<file path="config.mk">
export PLATFORM = sky130hd
export DESIGN_NAME = mux_scan_seq
export DESIGN_NICKNAME = d
export VERILOG_FILES = /design/src/rtl/mux_scan_seq.sv
export SDC_FILE = /design/constraint.sdc
export NUM_CORES = 1
export LEC_CHECK = 0
export BUFFER_PORTS_ARGS = -buffer_cell sky130_fd_sc_hd__buf_2
export CORE_MARGIN = 5
export CORE_UTILIZATION = 52
export DETAILED_ROUTE_END_ITERATION = 10
export PLACE_DENSITY_LB_ADDON = 0.15
export SYNTH_ARGS = -nofsm -noshare
export SYNTH_HDL_FRONTEND = slang
export SYNTH_SLANG_ARGS = --single-unit
</file>
<file path="constraint.sdc">
create_clock -name clk -period 9.1 [get_ports clk]
set_clock_uncertainty 0.2 [all_clocks]
set_input_delay 1.365 -clock clk [delete_from_list [all_inputs] [get_ports clk]]
set_output_delay 1.365 -clock clk [all_outputs]
set_load 0.05 [all_outputs]
</file>
<file path="src/rtl/mux_scan_seq.sv">
// mux_scan_seq: registered N:1 channel mux with manual/scan sequencer; MUX_SCAN_PARITY_EN adds out_par.
// Latency: first beat valid the cycle after an accepted start, then up to one beat per cycle.
// Backpressure: beat held stable while out_valid && !out_ready; next beat loads on the accepting edge.
module mux_scan_seq #(
   parameter int N = 16,
   parameter int W = 8,
   localparam int SW = $clog2(N)
) (
   input  logic           clk,
   input  logic           rst,
   input  logic [N*W-1:0] in_data,
   input  logic           mode,
   input  logic [SW-1:0]  sel,
   input  logic [N-1:0]   ch_mask,
   input  logic           start,
   input  logic           out_ready,
   output logic           out_valid,
   output logic [W-1:0]   out_data,
   output logic [SW-1:0]  out_ch,
   output logic           busy,
   output logic           done
`ifdef MUX_SCAN_PARITY_EN
   ,
   output logic           out_par
`endif
);

   typedef enum logic [1:0] {IDLE, EMIT, FIN} state_t;

   state_t        state_q, state_d;
   logic          mode_q;
   logic [N-1:0]  mask_q;
   logic [SW-1:0] first_ch, next_ch, load_ch;
   logic          more, load, latch, clr_valid, accept;
   logic [W-1:0]  load_dat;

   assign accept = out_valid && out_ready;
   assign busy   = (state_q != IDLE);
   assign done   = (state_q == FIN);

   // Lowest set bit of the incoming mask, and lowest latched bit above the current beat.
   always_comb begin
      first_ch = '0;
      next_ch  = '0;
      more     = 1'b0;
      for (int i = N-1; i >= 0; i--) begin
         if (ch_mask[i]) first_ch = SW'(i);
         if (mask_q[i] && (i > int'(out_ch))) begin
            next_ch = SW'(i);
            more    = 1'b1;
         end
      end
   end

   // Channel indices at or above N read as zero.
   always_comb begin
      load_dat = '0;
      for (int c = 0; c < N; c++) begin
         if (int'(load_ch) == c) load_dat = in_data[c*W +: W];
      end
   end

   always_comb begin
      state_d   = state_q;
      load      = 1'b0;
      load_ch   = '0;
      latch     = 1'b0;
      clr_valid = 1'b0;
      case (state_q)
         IDLE: begin
            if (start) begin
               latch = 1'b1;
               if (!mode) begin
                  load    = 1'b1;
                  load_ch = sel;
                  state_d = EMIT;
               end else if (|ch_mask) begin
                  load    = 1'b1;
                  load_ch = first_ch;
                  state_d = EMIT;
               end else begin
                  state_d = FIN;
               end
            end
         end
         EMIT: begin
            if (accept) begin
               if (mode_q && more) begin
                  load    = 1'b1;
                  load_ch = next_ch;
               end else begin
                  clr_valid = 1'b1;
                  state_d   = FIN;
               end
            end
         end
         FIN:     state_d = IDLE;
         default: state_d = IDLE;
      endcase
   end

   always_ff @(posedge clk or posedge rst) begin
      if (rst) state_q <= IDLE;
      else     state_q <= state_d;
   end

   always_ff @(posedge clk or posedge rst) begin
      if (rst) begin
         mode_q    <= 1'b0;
         mask_q    <= '0;
         out_valid <= 1'b0;
         out_data  <= '0;
         out_ch    <= '0;
`ifdef MUX_SCAN_PARITY_EN
         out_par   <= 1'b0;
`endif
      end else begin
         if (latch) begin
            mode_q <= mode;
            mask_q <= ch_mask;
         end
         if (load) begin
            out_valid <= 1'b1;
            out_data  <= load_dat;
            out_ch    <= load_ch;
`ifdef MUX_SCAN_PARITY_EN
            out_par   <= ^load_dat;
`endif
         end else if (clr_valid) begin
            out_valid <= 1'b0;
         end
      end
   end

endmodule
</file>
==> results of run 1 <==
## synth_stat cells, types with 7 or more instances
master	n
inv_1	9
mux2_2	14
nor3_1	15
nor2_1	28
a211oi_1	9
o31ai_1	9
dfrtp_1	31
buf_2	14
a31oi_1	9
o21ai_0	41
o22ai_1	8
clkbuf_1	7
nand2_1	60
nor4_1	9
mux2i_1	12
nor2b_1	9
nand3_1	19
o211ai_1	8
a21oi_1	33
## per-layer routing
layer	vias to the layer above	track usage, %
met1	2092	37.9
met2	279	54.4
met4	0	12.7
met3	42	5.66
li1	2110	-
met5	-	0
## worst reg2reg max path: stages (launching register included)
cell and delay, ns:
dfrtp_1 0.42, or3b_1 0.74, nor4_1 0.35, o211ai_1 0.15, o22a_1 0.27, o211a_2 0.20
nor2_4 0.09, buf_4 0.49, a21o_1 0.25, o31ai_1 0.06, a2111oi_0 0.71, a2bb2oi_1 0.20
## per-stage QoR
step / util (%) / total power [mW] / area, um^2 / hold WS (ns)
floorplan: - / 0.933 / 3520 / 0.264
global placement: 65.1 / 1.12 / 4350 / 0.285
detailed placement: 65.1 / 1.14 / 4350 / 0.304
CTS: 66.5 / 1.26 / 4440 / 0.320
global route: 66.5 / 1.35 / 4440 / 0.334
finish: 66.5 / 1.27 / 4440 / 0.317
## area by class of cell
type | count | area [um^2] | share of cell area, %
Multi-Input combinational cell | 394 | 2560 | 57.7
Timing Repair Buffer | 173 | 881 | 19.8
Sequential cell | 31 | 776 | 17.5
Tap cell | 80 | 100 | 2.25
Clock buffer | 5 | 68.8 | 1.55
Inverter | 9 | 33.8 | 0.761
Clock inverter | 3 | 20.0 | 0.451
## layout by cell type (no fill, tap or decap), drive strengths merged, types with 4 or more instances in the layout
cell type | synthesis | routed
nor2 | 31 | 31
a32oi | 6 | 6
a211oi | 9 | 9
o221ai | 4 | 4
nor3 | 15 | 15
o22a | 4 | 4
nand3 | 20 | 20
nand2 | 62 | 62
a21boi | 4 | 4
inv | 9 | 9
nor4 | 9 | 9
o21a | 4 | 4
a21oi | 34 | 34
or2 | 4 | 4
o21ai | 45 | 45
and2 | 4 | 4
nor2b | 9 | 9
clkbuf | 7 | 5
mux2 | 14 | 14
dfrtp | 31 | 31
buf | 22 | 173
o22ai | 11 | 11
a31o | 5 | 5
a21o | 4 | 4
a22oi | 4 | 4
o31ai | 11 | 11
nand4 | 5 | 5
o211ai | 8 | 8
mux2i | 12 | 12
a31oi | 9 | 9
## worst paths after layout
path	depth (start not counted)	slack [ns]	endpoint	startpoint
setup / recovery	9	4.07	out_data[2]	ch_mask[12]
hold / removal	1	0.32	mask_q[4]	mask_q[4]
setup reg to reg	11	4.89	out_data[1]	state_q[0]
hold reg to reg	1	0.32	mask_q[4]	mask_q[4]
max in group asynchronous	3	7.43	mask_q[12]	rst
min in group asynchronous	3	0.95	out_data[2]	rst
## registers in the layout (all words and copies together), names as in the netlist
| register | count |
|---|---|
| out_ch | 4 |
| state_q | 2 |
| out_data | 8 |
| mode_q | 1 |
| mask_q | 15 |
| out_valid | 1 |
## power by group
part           internal [mW]  switching, mW  leakage, nW  total (mW)
Sequential             0.204         0.0917        0.372       0.296
Combinational          0.315          0.545         1.52       0.860
Clock                 0.0532         0.0605       0.0402       0.114
Total                  0.572          0.698         1.93        1.27
## cell families after synthesis
| family | Yosys count |
|---|---|
| AO/OA/AOI/OAI | 194 |
| buffers and inverters | 38 |
| multiplexers | 27 |
| AND/OR/NAND/NOR | 173 |
| flip-flops | 31 |
==> flow_metrics.tcl, run 1 <==
set metrics [dict create \
    outcome "finished clean" \
    synth_top_family_by_area "compound AO/OA/AOI/OAI gates" \
    drcViolationCount 0 \
    p_leak_nw 1.93 \
    dp.cells 687 \
    drv_cap 0 \
    synth_cells 463 \
    cts_root_buf "clkbuf_8" \
    fin_crit_sh_pct 55.3 \
    synth_edf_count 0 \
    synthFlopType "dfrtp_1" \
    clock_sinks 31 \
    setup_viol 0 \
    antenna_found_initial 0 \
    rsz0062_at_grt "false" \
    setup_tns_ns 0 \
    start_kind "input pin" \
    die_y_um 92.3 \
    tightest_slew_ns 0.923 \
    yosysTopAreaCell "dfrtp_1" \
    crit_path_top_delay_cell "a31oi_1" \
    ys_types 75 \
    cts_buffers 5 \
    die-area_mm2 0.00852 \
    synth-compound-area-share_pct 39.2 \
    portBuffers 167 \
    grt.total_usage_pct 31.3 \
    hold_viol 0 \
    n_fill_cell 606 \
    yosys-top-cells-area "dfrtp_1 22%, nand2_1 6.4%, o21ai_0 5.8%" \
    ys_ff_latch 31 \
    cts_setup_buffers 0 \
    critPathBufInv 1 \
    vdd_drop_max_mv 0.186 \
    globalplace.congestion 0.966 \
    syn_avg_cell_area_um2 7.60 \
    grt_max_degree 56 \
    io_pins 168 \
    top_layer_used "met4" \
    post-place-ws_ns 3.90 \
    clock_latency_ns 0.29 \
    instances_no_fill 695 \
    synth-async-reset-ratio_pct 100 \
    area_delta_synth_final_pct 26.1 \
    route.layer.met1.wl_um 5380 \
    tritoncts "built" \
    via_count 4523 \
    hpwl_um 10700 \
    slew_viol_final 0 \
    drt_iter0_drc 265 \
    synth.area.mux_share_pct 8.53 \
    drt-pass1-iter-count 5 \
    wl_met2_um 6670 \
    path_class "in -> reg" \
    die_w_um 92.3 \
    antenna_cells 0 \
    netlist_area_mm2 0.00352 \
    synth-simple-area-share_pct 24.9 \
    hold_buffers 0 \
    clk_pin_slew_ns 0.07 \
    grt_pass1_vias 4354 \
    synth_fa_ha_area_share_pct 0 \
    max_stage_delay_ns 0.83 \
    slew-limit-headroom_pct 38.2 \
    vias_per_cell 6.51 \
    h-tree-depth 2 \
    rows 30 \
    cts_resized 0 \
    worst_slack_ns 4.07 \
    yosysTopAreaCellShare_pct 22.0 \
    hold_path_class "reg -> reg" \
    fmax_mhz 199 \
    wl_met3_um 1240 \
    core_area_mm2 0.00668 \
    synth-xor-area-share_pct 0 \
    crit_required_ns 9.11 \
    wire_per_inst_um 19.8 \
    crit_fanout 45 \
    arrival_ns 5.03 \
    synth_seq_area_share_pct 22.0 \
    overflow 0 \
    syn_nets 616 \
    clockBufferDepth 2 \
    period_needed_ns 5.03 \
    grt_pass1_wl_um 21500 \
    ant_nets 0 \
    crit_chain "buf_2 -> nor4_1 -> nand4_1 -> a31oi_1 -> nand2_2 -> nor2_1 -> nand2_1 -> a311o_1 -> o221ai_1" \
    nets 767 \
    cp_top_family "simple AND/OR/NAND/NOR gates" \
    synth_warnings 0 \
    drive_gt1_share_pct 36.4 \
    routed_wl_um 13800 \
    end_kind "flip-flop" \
    initial_utilization_pct 52.7 \
    powerDensity_mw_per_mm2 286 \
]
(Power assumes the default switching activity.)
==> inputs of run 2 (changes only) <==
Settings changed: ABC_AREA set to 1, CORE_UTILIZATION 52 to 41.
Clock period 9.1 ns to 4.41 ns, I/O delays scaled along.
==> flow_metrics.tcl, run 2 <==
set metrics [dict create \
    portBuffers 167 \
    yosysTopAreaCellShare_pct 25.2 \
    place_area_mm2 0.00402 \
    clockBufferDepth 2 \
    end_kind "flip-flop" \
    crit_required_ns 4.43 \
    synth-xor-area-share_pct 0 \
    powerDensity_mw_per_mm2 525 \
    hold_buffers 0 \
    grt_pass1_wl_um 18300 \
    synth-async-reset-ratio_pct 100 \
    reg_top3 "mask_q x15, out_data x8, out_ch x4" \
    tightest_slew_ns 0.596 \
    setup_tns_ns 0 \
    h-tree-depth 2 \
    antenna_found_initial 0 \
    vdd_drop_max_mv 0.361 \
    clock_latency_ns 0.28 \
    cts_root_buf "clkbuf_8" \
    initial_utilization_pct 42.3 \
    clock_sinks 31 \
    yosys-top-cells-count "174 x nand2_1, 73 x inv_1, 54 x nor2_1" \
    arrival_ns 3.58 \
    outcome "finished clean" \
    ys_types 36 \
    cts_setup_buffers 0 \
    synth.area.mux_share_pct 0 \
    final_common_cell "nand2_1" \
    grt_pass1_vias 4040 \
    post-synth-top-count-cell "nand2_1" \
    vias_per_cell 4.95 \
    wire_per_inst_um 13.9 \
    path_class "reg -> reg" \
    routed_wl_um 11100 \
    cts_buffers 5 \
    syn_nets 681 \
    synthFlopType "dfrtp_1" \
    start_kind "flip-flop" \
    hold_viol 0 \
    setup_viol 0 \
    ys_ff_latch 31 \
    via_count 3939 \
    synth_edf_count 0 \
    largest_register_ffs 15 \
    nets 850 \
    slew-limit-headroom_pct 60.2 \
    rows 31 \
    overflow 0 \
    synth-simple-area-share_pct 51.8 \
    die_y_um 96.7 \
    whs_ns 0.243 \
    period_needed_ns 3.56 \
    drive_gt1_share_pct 32.1 \
    drt_iter0_drc 229 \
    synth_top_family_by_area "simple AND/OR/NAND/NOR gates" \
    slew_viol_final 0 \
    grt_max_degree 33 \
    synth_fa_ha_area_share_pct 0 \
    cts_resized 0 \
    hold_path_class "in -> async" \
    drt-pass1-iter-count 5 \
    io_pins 168 \
    instances_no_fill 796 \
    dp.cells 789 \
    die_w_um 96.7 \
    area_delta_synth_final_pct 33.4 \
    p_leak_nw 2.38 \
    grt.total_usage_pct 23.1 \
    ant_nets 0 \
    yosys-top-cells-area "dfrtp_1 25%, nand2_1 21%, inv_1 8.9%" \
    clk_pin_slew_ns 0.07 \
    die-area_mm2 0.00935 \
    yosysTopAreaCell "dfrtp_1" \
    netlist_area_mm2 0.00308 \
    synth_seq_area_share_pct 25.2 \
    tritoncts "built" \
    fin_crit_sh_pct 80.7 \
    antenna_cells 0 \
    drcViolationCount 0 \
    fin_area_mm2 0.00411 \
    syn_avg_cell_area_um2 5.84 \
    hpwl_um 9260 \
    globalplace.congestion 0.973 \
    rsz0062_at_grt "false" \
    crit_fanout 11 \
    synth_warnings 0 \
    largest-register "mask_q" \
    synth_cells 528 \
    synth-compound-area-share_pct 11.0 \
    fmax_mhz 281 \
    core_area_mm2 0.00729 \
    drv_cap 0 \
    final_cell_mix "174 x nand2_1, 167 x buf_2, 73 x inv_1" \
]
run 2: changes by cell type in the layout (fill, tap and decap cells not counted), sizes merged, moves of 9 or more:
cell    before  now
nand3       20   41
nand2       62  183
a21oi       34   15
nor2b        9    0
mux2        14    0
nand4        5   29
nor4         9    0
o22ai       11    1
nor2        31   73
inv          9   86
mux2i       12    0
o31ai       11    1
a211oi       9    0
run 2: layer usage:
| metal | global-route usage (%) | up-vias | part of all wire (%) | routed length [um] |
|---|---|---|---|---|
| li1 | - | 2021 | - | - |
| met1 | 28.9 | 1744 | 44 | 4890 |
| met2 | 39.1 | 150 | 46 | 5130 |
| met3 | 5.83 | 24 | 7.2 | 794 |
| met4 | 7.13 | 0 | 2.3 | 252 |
| met5 | 0 | - | 0 | 0 |
run 2: final cells by class:
cell class | instances | area [um^2]
Clock inverter | 1 | 5.00
Timing Repair Buffer | 169 | 851
Sequential cell | 31 | 776
Clock buffer | 6 | 82.6
Inverter | 88 | 338
Multi-Input combinational cell | 402 | 1940
Tap cell | 99 | 124
Fill cell | 776 | 3180
run 2: stage by stage:
stage	util [%]	total power, mW	setup slack (ns)
floorplan	-	1.55	1.32
global placement	55.2	1.89	0.735
detailed placement	55.2	1.91	0.636
CTS	56.4	2.15	0.888
global route	56.4	2.36	0.468
finish	56.4	2.16	0.850
run 2: cell families (layout without fill, tap and decap cells):
| group | count (synthesis) | after routing |
|---|---|---|
| buf+inv | 95 | 264 |
| compound gates | 61 | 61 |
| flops | 31 | 31 |
| simple gates | 341 | 341 |
run 2: path summary, 6_finish.rpt:
kind / slack, ns / cells after the start / startpoint / to
max in group asynchronous: 3.46 / 3 / rst / mask_q[14]
setup reg to reg: 0.85 / 22 / out_ch[1] / out_data[0]
hold reg to reg: 0.28 / 2 / out_data[1] / out_data[1]
min in group clk: 0.28 / 2 / out_data[1] / out_data[1]
hold / removal: 0.24 / 3 / rst / state_q[0]
setup / recovery: 0.85 / 22 / out_ch[1] / out_data[0]
run 2: worst max-delay path, cell delays in order (launching register included):
cell	delay [ns]
dfrtp_1	0.52
nand2_1	0.23
inv_2	0.10
o21ai_1	0.06
nand2_1	0.11
nand2_1	0.07
nor2_2	0.13
nand3_2	0.11
nor2_2	0.18
nor2_4	0.06
nand2_4	0.08
nor2_2	0.05
nand2_2	0.08
nand2_4	0.10
nor2_2	0.39
inv_1	0.16
nor2_1	0.41
a21oi_1	0.12
nand3_1	0.11
nand2_1	0.05
nand3_1	0.06
nand2_1	0.05
nand2_1	0.06
run 2: power breakdown:
group          internal (mW)  switching, mW
registers              0.417          0.104
logic                  0.430          0.977
clock network          0.122          0.107
==> inputs of run 3 (changes only) <==
Settings changed: CORE_UTILIZATION 41 to 46.
Clock period 4.41 ns to 3.6 ns, I/O delays scaled along.
==> flow_metrics.tcl, run 3 (synthesized netlist as in run 2, its figures left out) <==
set metrics [dict create \
    fmax_mhz 299 \
    grt_max_degree 32 \
    pwr-share-clk_pct 12.9 \
    grt_pass1_wl_um 18000 \
    drive_gt1_share_pct 34.0 \
    routed_wl_um 11200 \
    worst_slack_ns 0.257 \
    vias_per_cell 5.19 \
    crit_chain "inv_1 -> o211ai_1 -> nand2_1 -> inv_1 -> nand4_1 -> nor2_2 -> nor2_4 -> nand2_4 -> nor2_2 -> inv_2 -> a21oi_1 -> nor2_2 -> nor2_4 -> buf_4 -> nand3_1 -> nand4_1 -> nor2_1 -> nand4_1 -> nor2_1 -> nand4_1 -> nor2_1 -> nand3_1 -> nand2_1 -> nand2_1" \
    drv_cap 0 \
    core_area_mm2 0.00642 \
    start_kind "flip-flop" \
    io_pins 168 \
    globalplace.congestion 0.949 \
    p_seq_share_pct 23.4 \
    slew_viol_final 0 \
    p_leak_nw 2.42 \
    h-tree-depth 2 \
    period_needed_ns 3.34 \
    area_delta_synth_final_pct 36.1 \
    crit_required_ns 3.59 \
    grt.total_usage_pct 25.9 \
    antenna_found_initial 0 \
    fin_crit_sh_pct 92.9 \
    tritoncts "built" \
    die_w_um 91.9 \
    die_y_um 91.9 \
    grt_pass1_vias 3935 \
    clock_sinks 31 \
    combPwrFrac_pct 63.7 \
    arrival_ns 3.34 \
    reg_top3 "mask_q x15, out_data x8, out_ch x4" \
    drt_iter0_drc 300 \
    clock_latency_ns 0.30 \
    multiInputGateArea_mm2 0.00197 \
    power.switching_mw 1.50 \
    p_int_mw 1.27 \
    clk_pin_slew_ns 0.07 \
    clockBufferDepth 2 \
    slew-limit-headroom_pct 60.4 \
    largest-register "mask_q" \
    drcViolationCount 0 \
    outcome "finished clean" \
    hold_path_class "in -> async" \
    p_sw_share_pct 54.1 \
    hpwl_um 9270 \
    end_kind "flip-flop" \
    path_class "reg -> reg" \
    max_stage_delay_ns 0.43 \
    via_count 4055 \
    largest_register_ffs 15 \
    fin_area_mm2 0.00420 \
    rows 29 \
    overflow 0 \
    vdd_drop_max_mv 0.544 \
    post-place-ws_ns -0.0743 \
    die-area_mm2 0.00844 \
    tightest_slew_ns 0.591 \
    n_fill_cell 627 \
    final_core_util_pct 65.3 \
    initial_utilization_pct 48.0 \
    cts_root_buf "clkbuf_8" \
    crit_top_cell "nand4_1" \
    antenna_cells 0 \
    cts_buffers 5 \
    drt-pass1-iter-count 5 \
    powerDensity_mw_per_mm2 660 \
    portBuffers 167 \
    final_common_cell "nand2_1" \
    crit_fanout 4 \
    final_cell_mix "172 x nand2_1, 167 x buf_2, 73 x inv_1" \
    ant_nets 0 \
    nets 857 \
    wire_per_inst_um 14.4 \
    setup_viol 0 \
    whs_ns 0.109 \
    crit_path_top_delay_cell "dfrtp_2" \
    ff_latch_area_um2 781 \
    hold_viol 0 \
    place_area_mm2 0.00401 \
]
run 3: cell count changes in the layout (fill, tap and decap cells not counted), moves of 3 or more:
cell     change
dfrtp_1      -4
nor2_4       +3
dfrtp_2      +4
buf_4        +6
run 3: worst paths after layout:
path | from | end | slack, ns | cells past startpoint
worst max-delay path | out_ch[1] | out_data[3] | 0.26 | 24
worst max register to register | out_ch[1] | out_data[3] | 0.26 | 24
min in group clk | out_data[3] | out_data[3] | 0.29 | 2
max in group asynchronous | rst | out_ch[3] | 2.76 | 3
worst min register to register | out_data[3] | out_data[3] | 0.29 | 2
worst min-delay path | rst | state_q[1] | 0.11 | 3
run 3: area by class of cell:
cell class / instances / area share, %
multi-input cells: 403 / 47.0
repair buffers: 175 / 21.4
flip-flops and latches: 31 / 18.6
inverters: 88 / 8.05
well taps: 77 / 2.30
clock buffers: 5 / 1.64
clock inverters: 3 / 1.04
run 3: layer usage:
layer / GRT usage [%] / part of all wire, % / wire length, um
met5: 0 / 0 / 0
met4: 9.28 / 3.2 / 358
met3: 6.14 / 9.4 / 1050
met2: 42.5 / 46 / 5200
met1: 33.2 / 41 / 4630
run 3: repair_timing:
| item | in CTS | in global routing |
|---|---|---|
| setup endpoints to repair | 0 | 8 |
| setup buffers | 0 | 4 |
| endpoints found under the hold margin | 0 | 0 |
| hold buffers | 0 | 0 |
| gates resized for setup | 0 | 12 |
run 3: power by group through the flow:
stage          Combinational [mW]  Clock, mW  Sequential, mW
2_1_floorplan                1.07          0           0.835
3_3_place_gp                 1.66          0           0.640
3_5_place_dp                 1.69          0           0.642
4_1_cts                      1.71      0.358           0.638
5_1_grt                      1.97      0.374           0.667
6_report                     1.76      0.357           0.648
run 3: worst max-delay path, delay by kind of cell (launching register included):
family	cells	cell delay (ns)
simple gates	18	1.91
flops	1	0.43
buf+inv	4	0.39
compound gates	2	0.28
run 3: stage by stage:
stage,instances,setup TNS [ns],power (mW)
floorplan,528,0,1.90
global placement,769,0,2.30
detailed placement,769,-0.0743,2.34
CTS,777,0,2.70
global route,782,-0.0906,3.01
finish,782,0,2.77
